[src/rtl/voice_scheduler.sv]
// Shares one sample ROM among NVOICE drum voices, fetching one byte per active voice per frame
// and emitting a saturated signed mix. Optional per-voice gain: define VOICE_SCHED_GAIN_EN.
module voice_scheduler #(
  parameter int NVOICE     = 4,
  parameter int VOFF_W     = 12,
  parameter int VLEN       = 4000,
  parameter int SAMPLE_DIV = 128,
  parameter int ADDR_W     = $clog2(NVOICE) + VOFF_W
) (
  input  logic                  clk,
  input  logic                  rst,
  input  logic [NVOICE-1:0]     trig,
`ifdef VOICE_SCHED_GAIN_EN
  input  logic [2*NVOICE-1:0]   gain,
`endif
  output logic                  mem_rd,
  output logic [ADDR_W-1:0]     mem_addr,
  input  logic [7:0]            mem_data,
  output logic [7:0]            mix_out,
  output logic                  mix_valid,
  output logic [NVOICE-1:0]     busy
);

  localparam int VW = $clog2(NVOICE);
  localparam int TW = $clog2(SAMPLE_DIV);
  localparam int AW = 8 + VW;
  localparam logic signed [AW-1:0] SAT_MAX = AW'(127);
  localparam logic signed [AW-1:0] SAT_MIN = AW'(-128);

  typedef enum logic [1:0] {IDLE, ISSUE, CAPT, OUT} state_t;

  state_t                  state_reg, state_next;
  logic [VW-1:0]           voice_reg, voice_next;
  logic [TW-1:0]           tick_reg;
  logic signed [AW-1:0]    acc_reg;
  logic signed [AW-1:0]    acc_sum;
  logic signed [7:0]       sample_s;
  logic [7:0]              mix_clamped;
  logic [7:0]              mix_reg;
  logic                    mix_valid_reg;
  logic [ADDR_W-1:0]       addr_reg;
  logic [NVOICE-1:0]       trig_reg;
  logic [NVOICE-1:0]       trig_edge;
  logic                    pending_reg [NVOICE];
  logic                    busy_reg    [NVOICE];
  logic [VOFF_W-1:0]       pos_reg     [NVOICE];
  logic                    last_voice;
  logic                    frame_start;

  assign last_voice  = (voice_reg == VW'(NVOICE - 1));
  assign frame_start = (state_reg == IDLE) && (tick_reg == '0);
  assign trig_edge   = trig & ~trig_reg;

  always_comb begin
    state_next = state_reg;
    voice_next = voice_reg;
    case (state_reg)
      IDLE:  if (tick_reg == '0) begin
               state_next = ISSUE;
               voice_next = '0;
             end
      ISSUE: state_next = CAPT;
      CAPT:  if (last_voice) begin
               state_next = OUT;
             end else begin
               state_next = ISSUE;
               voice_next = voice_reg + 1'b1;
             end
      OUT:   state_next = IDLE;
      default: state_next = IDLE;
    endcase
  end

  // Address is live during ISSUE and otherwise holds the last issued value.
  always_comb begin
    mem_rd   = 1'b0;
    mem_addr = addr_reg;
    if (state_reg == ISSUE) begin
      mem_rd   = busy_reg[voice_reg];
      mem_addr = {voice_reg, pos_reg[voice_reg]};
    end
  end

  always_comb begin
    sample_s = $signed(mem_data);
`ifdef VOICE_SCHED_GAIN_EN
    sample_s = $signed(mem_data) >>> gain[{voice_reg, 1'b0} +: 2];
`endif
    acc_sum = acc_reg + (busy_reg[voice_reg] ? {{VW{sample_s[7]}}, sample_s} : '0);
    if (acc_sum > SAT_MAX)      mix_clamped = 8'h7F;
    else if (acc_sum < SAT_MIN) mix_clamped = 8'h80;
    else                        mix_clamped = acc_sum[7:0];
  end

  // The mix is registered on the last CAPT so mix_out and mix_valid are both live during OUT.
  always_ff @(posedge clk or posedge rst) begin
    if (rst) begin
      state_reg     <= IDLE;
      voice_reg     <= '0;
      tick_reg      <= '0;
      acc_reg       <= '0;
      mix_reg       <= '0;
      mix_valid_reg <= 1'b0;
      addr_reg      <= '0;
      trig_reg      <= '0;
    end else begin
      state_reg     <= state_next;
      voice_reg     <= voice_next;
      tick_reg      <= (tick_reg == TW'(SAMPLE_DIV - 1)) ? '0 : tick_reg + 1'b1;
      trig_reg      <= trig;
      mix_valid_reg <= 1'b0;
      if (frame_start)
        acc_reg <= '0;
      if (state_reg == ISSUE)
        addr_reg <= mem_addr;
      if (state_reg == CAPT) begin
        acc_reg <= acc_sum;
        if (last_voice) begin
          mix_reg       <= mix_clamped;
          mix_valid_reg <= 1'b1;
        end
      end
    end
  end

  generate
    for (genvar gi = 0; gi < NVOICE; gi++) begin : g_voice
      // A pending retrigger outranks end-of-sample so the voice restarts instead of stopping.
      always_ff @(posedge clk or posedge rst) begin
        if (rst) begin
          pending_reg[gi] <= 1'b0;
          busy_reg[gi]    <= 1'b0;
          pos_reg[gi]     <= '0;
        end else if (state_reg == OUT) begin
          pending_reg[gi] <= trig_edge[gi];
          if (pending_reg[gi]) begin
            busy_reg[gi] <= 1'b1;
            pos_reg[gi]  <= '0;
          end else if (busy_reg[gi] && (pos_reg[gi] == VOFF_W'(VLEN - 1))) begin
            busy_reg[gi] <= 1'b0;
            pos_reg[gi]  <= '0;
          end else if (busy_reg[gi]) begin
            pos_reg[gi]  <= pos_reg[gi] + 1'b1;
          end
        end else if (trig_edge[gi]) begin
          pending_reg[gi] <= 1'b1;
        end
      end
      assign busy[gi] = busy_reg[gi];
    end
  endgenerate

  assign mix_out   = mix_reg;
  assign mix_valid = mix_valid_reg;

endmodule

[config.mk]
export PLATFORM = sky130hd
export DESIGN_NAME = voice_scheduler
export DESIGN_NICKNAME = d
export VERILOG_FILES = /design/src/rtl/voice_scheduler.sv
export SDC_FILE = /design/constraint.sdc
export NUM_CORES = 1
export LEC_CHECK = 0
export ABC_AREA = 1
export BUFFER_PORTS_ARGS = -buffer_cell sky130_fd_sc_hd__buf_4
export CAP_MARGIN = 25
export CORE_MARGIN = 1
export CORE_UTILIZATION = 40
export CTS_BUF_LIST = sky130_fd_sc_hd__clkbuf_2 sky130_fd_sc_hd__clkbuf_4 sky130_fd_sc_hd__clkbuf_8
export DETAILED_ROUTE_END_ITERATION = 7
export GPL_ROUTABILITY_DRIVEN = 0
export PLACE_DENSITY = 0.69
export SYNTH_ARGS = -nofsm -noshare
export SYNTH_HDL_FRONTEND = slang
export SYNTH_SLANG_ARGS = --single-unit
[constraint.sdc]
create_clock -name clk -period 3.9 [get_ports clk]
set_clock_uncertainty 0.1 [all_clocks]
set_input_delay 0.585 -clock clk [delete_from_list [all_inputs] [get_ports clk]]
set_output_delay 0.585 -clock clk [all_outputs]
set_load 0.05 [all_outputs]
==> results of run 1 <==
[worst min-delay path by stage]
| stage | cells past startpoint | slack [ns] | endpoint |
|---|---|---|---|
| floorplan | 1 | 0.32 | pending_reg[0] |
| global placement | 1 | 0.32 | pending_reg[2] |
| detailed placement | 1 | 0.33 | pending_reg[3] |
| CTS | 1 | 0.17 | trig_reg[2] |
| global route | 1 | 0.17 | trig_reg[2] |
| finish | 1 | 0.20 | trig_reg[2] |
[logic make-up after synthesis]
family / share of synthesized area [%]
flip-flops: 45.6
AND/OR/NAND/NOR: 25.6
XOR/XNOR: 2.45
multiplexers: 0.175
buffers and inverters: 7.62
adder cells (fa/ha/maj): 3.86
AO/OA/AOI/OAI: 14.7
[placed cells by master (no fill, tap or decap), types with 2 or more instances in the layout]
cell      count
nand4_1      10
dfrtp_1     104
a21oi_4       2
nor3b_1       5
or2_2         6
nor3_2        3
buf_4        46
nand2_1     136
inv_6         3
inv_1        95
nor2_1       75
a21oi_1      46
and3_1        5
a22o_1        4
xnor2_1       4
nor2_2        4
a31oi_1      28
clkinv_1      2
nand4_2       3
ha_1         16
nand3_1      33
xor2_1       12
o21ai_0      44
nand3_2       2
nand2_2       2
o22ai_1       7
o21ai_1       2
o211ai_1      8
nor4_1        6
inv_2         4
o21ai_2       2
nor3_1       27
clkbuf_8     12
[per-stage QoR]
| step | hold slack, ns | utilization, % | std cells | setup WS (ns) | total power [µW] |
|---|---|---|---|---|---|
| floorplan | 0.319 | - | 718 | 0.483 | 1140 |
| global placement | 0.325 | 44.9 | 932 | 0.870 | 1170 |
| detailed placement | 0.329 | 44.9 | 932 | 0.739 | 1170 |
| CTS | 0.173 | 46.3 | 948 | 0.610 | 1860 |
| global route | 0.169 | 46.3 | 948 | 0.326 | 1910 |
| finish | 0.196 | 46.3 | 948 | 0.624 | 1840 |
[worst reg2reg max path: stages (launching register included)]
cell     delay (ns)
dfrtp_1        0.52
inv_1          0.25
nand3_1        0.19
nand2_1        0.32
nor2_1         0.10
ha_1           0.24
fa_1           0.41
nand2_1        0.07
nand2_1        0.07
nand3_1        0.13
nand3_1        0.08
nand2_1        0.10
nand2_1        0.09
a21oi_2        0.27
a21oi_1        0.11
[area by class of cell]
class / instances / area [µm²] / share of cell area, %
Sequential cell: 104 / 2600 / 40.5
Inverter: 102 / 385 / 6.00
Tap cell: 180 / 225 / 3.50
Clock buffer: 12 / 165 / 2.57
Clock inverter: 4 / 31.3 / 0.487
Timing Repair Buffer: 46 / 345 / 5.37
Multi-Input combinational cell: 500 / 2670 / 41.6
[per-layer routing]
| layer | track usage, % | vias up | share of wire (%) |
|---|---|---|---|
| li1 | - | 2491 | - |
| met1 | 26.5 | 2278 | 48 |
| met2 | 32.5 | 103 | 47 |
| met3 | 4.89 | 6 | 4.2 |
| met4 | 4.24 | 0 | 0.62 |
| met5 | 0 | - | 0 |
[power groups by stage]
| stage | Sequential (µW) | Combinational, µW | Clock (µW) |
|---|---|---|---|
| 5_1_grt | 1080 | 77.5 | 753 |
| 4_1_cts | 1080 | 68.7 | 713 |
| 6_report | 1080 | 66.1 | 690 |
| 2_1_floorplan | 1100 | 42.2 | 0 |
| 3_5_place_dp | 1100 | 68.4 | 0 |
| 3_3_place_gp | 1100 | 68.2 | 0 |
==> results.yml, run 1 <==
status:
  outcome: "complete, no violations"
min_path:
  min_path_type: "input pin to flop"
  hold_start: "trig[2]"
synthesis:
  yosysMostFrequentCell: "nand2_1"
  yosys_most_used_dff: "dfrtp_1"
  syn_area_mm2: 0.00571
  syn_area_per_cell_um2: 7.95
  synth.distinct_cells: 41
  syn_nets: 749
  yosysTopAreaCell: "dfrtp_1"
  synth_area_leaders: "dfrtp_1, nand2_1, inv_1, nor2_1, a21oi_1"
  yosysTopAreaCellShare_pct: 45.6
  ys_top_cells_by_count: "nand2_1, dfrtp_1, inv_1"
  yosys_register_bits: 104
  yosysSeqAreaShare_pct: 45.6
  ys_warn_count: 0
  synth_edf_count: 0
  synthArstFlopShare_pct: 100
  syn_inst: 718
critical_path:
  critPathSlowestCell: "clkinv_1"
  crit_fanout: 36
  crit_end: "mem_addr[6]"
  startpoint: "state_reg[0]"
  crit_path_max_incr_delay_ns: 0.73
  crit_chain: "nand2_1, clkinv_1, a31oi_1, buf_4"
  arrival_ns: 2.59
  cp-end-kind: "primary output"
  cp-start-kind: "flop"
  r2r-end: "mix_out[4]"
  critical_path_required_ns: 3.21
  critPathTopFamily: "buffers and inverters"
  reg2reg_slack_ns: 0.73
  rr_startpoint: "voice_reg[1]"
  critical_path_depth: 4
  path_class: "flop to primary output"
  path_buf_inv: 2
  rr_worst_depth: 14
pwr:
  p_clk_share_pct: 37.6
  pwr-share-seq_pct: 58.8
  p_switching_uw: 444
  intPower_uw: 1390
  ir_drop_v: 0.000190
  comb_power_share_pct: 3.6
  p_sw_share_pct: 24.2
  leakage_uw: 0.00319
  power_density_mw_per_mm2: 286
die:
  core_mm2: 0.0139
  die_area_mm2: 0.0148
  num_io_pins: 42
  core.rowCount: 43
  start_util_pct: 41.1
  die_height_um: 121
  die_w_um: 121
cells_and_area:
  largest_register_ffs: 48
  final_area_mm2: 0.00643
  areaGrowthSynthToFinish_pct: 12.6
  diodes: 0
  drive_gt1_share_pct: 12.2
  fill_cells: 1378
  nets: 794
clock_tree:
  cts_made_buffers: 9
  cts-root-buf: "clkbuf_8"
  cts_setup_buffers: 0
  cts_resized: 0
  cts_tree: "done"
  holdBufCountCts: 0
  clk_latency_ns: 0.39
  htreeDepth: 3
  clockBufferDepth: 2
  cts.sink_count: 104
  clkTransAtPathRegs_ns: 0.11
grt:
  grt_overflow: 0
  grt_pass1_vias: 4612
  grt_max_degree: 70
  grt_pass1_wl_mm: 22.6
  antenna_found_initial: 0
  gr-usage-all-layers_pct: 19.9
sta:
  slew_headroom_pct: 42.7
  clock.fmax_mhz: 305
  report.final.setup_viol: 0
  hold_viol: 0
  worst_slew_pin_slew_ns: 0.859
  fin_crit_sh_pct: 84.0
  rsz0062_at_grt: "false"
  drv_slew: 0
  setup_tns_ns: 0
  finalCriticalPeriod_ns: 3.28
detailed_routing:
  drtAntennaViolNets: 0
  dr_total_vias: 4878
  finalWirelength_mm: 13.3
  wl_per_cell_um: 14.0
  drc: 0
  via_per_inst: 5.15
  dr.pass1.iters: 5
  dr.first_iter.drc_count: 299
placement:
  place_area_mm2: 0.00623
  dp_hpwl_mm: 9.87
  portBuffers: 41
run:
  maxCapViolCount: 0
(Power assumes the default switching activity.)
==> inputs of run 2 (changes only) <==
- PLACE_DENSITY: 0.69 -> 0.71
- clock period: 3.9 -> 2.98 ns (I/O delays scaled with it)
==> run 2 against run 1 <==
Effect of this change: routed wire length hardly changed; clock power is 37% higher; first-iteration DRC count is 36% higher; die area stayed put; via count is 0.12% higher; sequential cell count stayed put; design area is 1.6% higher; cell count is 0.74% higher; non-clock buffer count is 7 higher; critical endpoint is now mix_out[3]; highest routed layer unchanged.
==> results.yml, run 2 (same netlist as run 1, synthesis figures left out) <==
die:
  core_mm2: 0.0139
  die_area_mm2: 0.0148
  num_io_pins: 42
  die_w_um: 121
  core.rowCount: 43
  die_height_um: 121
  start_util_pct: 41.1
critical_path:
  reg2reg_slack_ns: 0.26
  critical_path_required_ns: 3.15
  path_class: "flop to flop"
  cp-end-kind: "flop"
  crit_fanout: 5
  rr_worst_depth: 14
  cp-start-kind: "flop"
  arrival_ns: 2.89
detailed_routing:
  via_per_inst: 5.11
  finalWirelength_mm: 13.3
  drc: 0
  wl_per_cell_um: 13.9
  dr.pass1.iters: 6
  dr.first_iter.drc_count: 407
  drtAntennaViolNets: 0
  dr_total_vias: 4884
sta:
  setup_tns_ns: 0
  report.final.setup_viol: 0
  clock.fmax_mhz: 367
  worst_slew_pin_slew_ns: 0.710
  slew_headroom_pct: 52.6
  finalCriticalPeriod_ns: 2.72
  hold_viol: 0
  rsz0062_at_grt: "false"
  drv_slew: 0
  fin_crit_sh_pct: 91.4
pwr:
  p_switching_uw: 563
  comb_power_share_pct: 3.7
  leakage_uw: 0.00322
  pwr-share-seq_pct: 57.7
  p_clk_share_pct: 38.6
  power_density_mw_per_mm2: 375
  intPower_uw: 1890
  p_sw_share_pct: 23.0
  ir_drop_v: 0.000196
clock_tree:
  htreeDepth: 3
  clk_latency_ns: 0.39
  cts_made_buffers: 9
  clockBufferDepth: 2
  cts.sink_count: 104
  cts-root-buf: "clkbuf_8"
  cts_tree: "done"
  clkTransAtPathRegs_ns: 0.10
grt:
  grt_pass1_vias: 4545
  grt_max_degree: 57
  gr-usage-all-layers_pct: 19.8
  antenna_found_initial: 0
  grt_overflow: 0
  grt_pass1_wl_mm: 22.5
cells_and_area:
  final_core_util_pct: 47.0
  final_cell_mix: "nand2_1, dfrtp_1, inv_1, nor2_1, buf_4"
  final_common_cell: "nand2_1"
  areaGrowthSynthToFinish_pct: 14.3
  diodes: 0
  drive_gt1_share_pct: 13.4
  largest_register_ffs: 48
  nets: 801
placement:
  dp_hpwl_mm: 9.94
  portBuffers: 41
status:
  outcome: "complete, no violations"
run:
  maxCapViolCount: 0
min_path:
  min_path_type: "input pin to async pin"
==> run 2: through the flow <==
| step | std cells | area, µm² | hold slack (ns) | setup slack [ns] | power (µW) |
|---|---|---|---|---|---|
| after floorplan | 718 | 5710 | 0.319 | 0.304 | 1500 |
| after global placement | 938 | 6290 | 0.324 | 0.288 | 1530 |
| after detailed placement | 938 | 6290 | 0.334 | 0.155 | 1530 |
| after CTS | 954 | 6500 | 0.0514 | 0.124 | 2480 |
| after global routing | 955 | 6530 | 0.0418 | 0.0180 | 2550 |
| final | 955 | 6530 | 0.0604 | 0.258 | 2450 |
==> run 2: timing repair <==
action | 4_1_cts | 5_1_grt
endpoints found under the hold margin | 0 | 0
hold buffers | 0 | 0
setup buffers | 0 | 1
resized for setup | 0 | 5
setup endpoints to repair | 0 | 7
==> run 2: path summary, 6_finish.rpt <==
path | from | endpoint
setup / recovery | busy[3] | mix_out[3]
hold / removal | rst | mix_out[1]
setup reg to reg | busy[3] | mix_out[3]
hold reg to reg | trig_reg[1] | pending_reg[2]
max in group asynchronous | rst | pos_reg[42]
min in group clk | trig[2] | trig_reg[2]
==> run 2: power groups by stage <==
stage | Combinational [µW] | Sequential, µW | Clock, µW
after floorplan | 55.5 | 1440 | 0
after global placement | 91.3 | 1440 | 0
after detailed placement | 91.6 | 1440 | 0
after CTS | 92.1 | 1410 | 978
after global routing | 106 | 1410 | 1030
final | 90.2 | 1410 | 946
==> run 2: per-layer routing <==
metal | global-route usage (%) | routed length (µm) | share of wire, %
met3 | 5.22 | 673 | 5.1
met4 | 6.02 | 250 | 1.9
met2 | 30.0 | 5970 | 45
met1 | 27.6 | 6410 | 48
met5 | 0 | 0 | 0
==> run 2: cell type report <==
| type | instances | area [µm²] |
|---|---|---|
| Fill cell | 1389 | 7350 |
| Multi-Input combinational cell | 500 | 2690 |
| Sequential cell | 104 | 2600 |
| Timing Repair Buffer | 53 | 410 |
| Inverter | 102 | 387 |
| Tap cell | 180 | 225 |
| Clock buffer | 12 | 159 |
| Clock inverter | 4 | 52.6 |
==> run 2: worst max-delay path: stages (launching register included) <==
cell and delay [ns]:
dfrtp_1 0.47, nand2_1 0.10, nand3_1 0.17, nand2_4 0.16
nor2_1 0.05, ha_1 0.22, fa_1 0.42, nand2_1 0.08
nand2_1 0.09, nand3_1 0.14, nand3_1 0.09, nand2_1 0.10
nand2_1 0.11, a21oi_4 0.22, a21oi_1 0.10
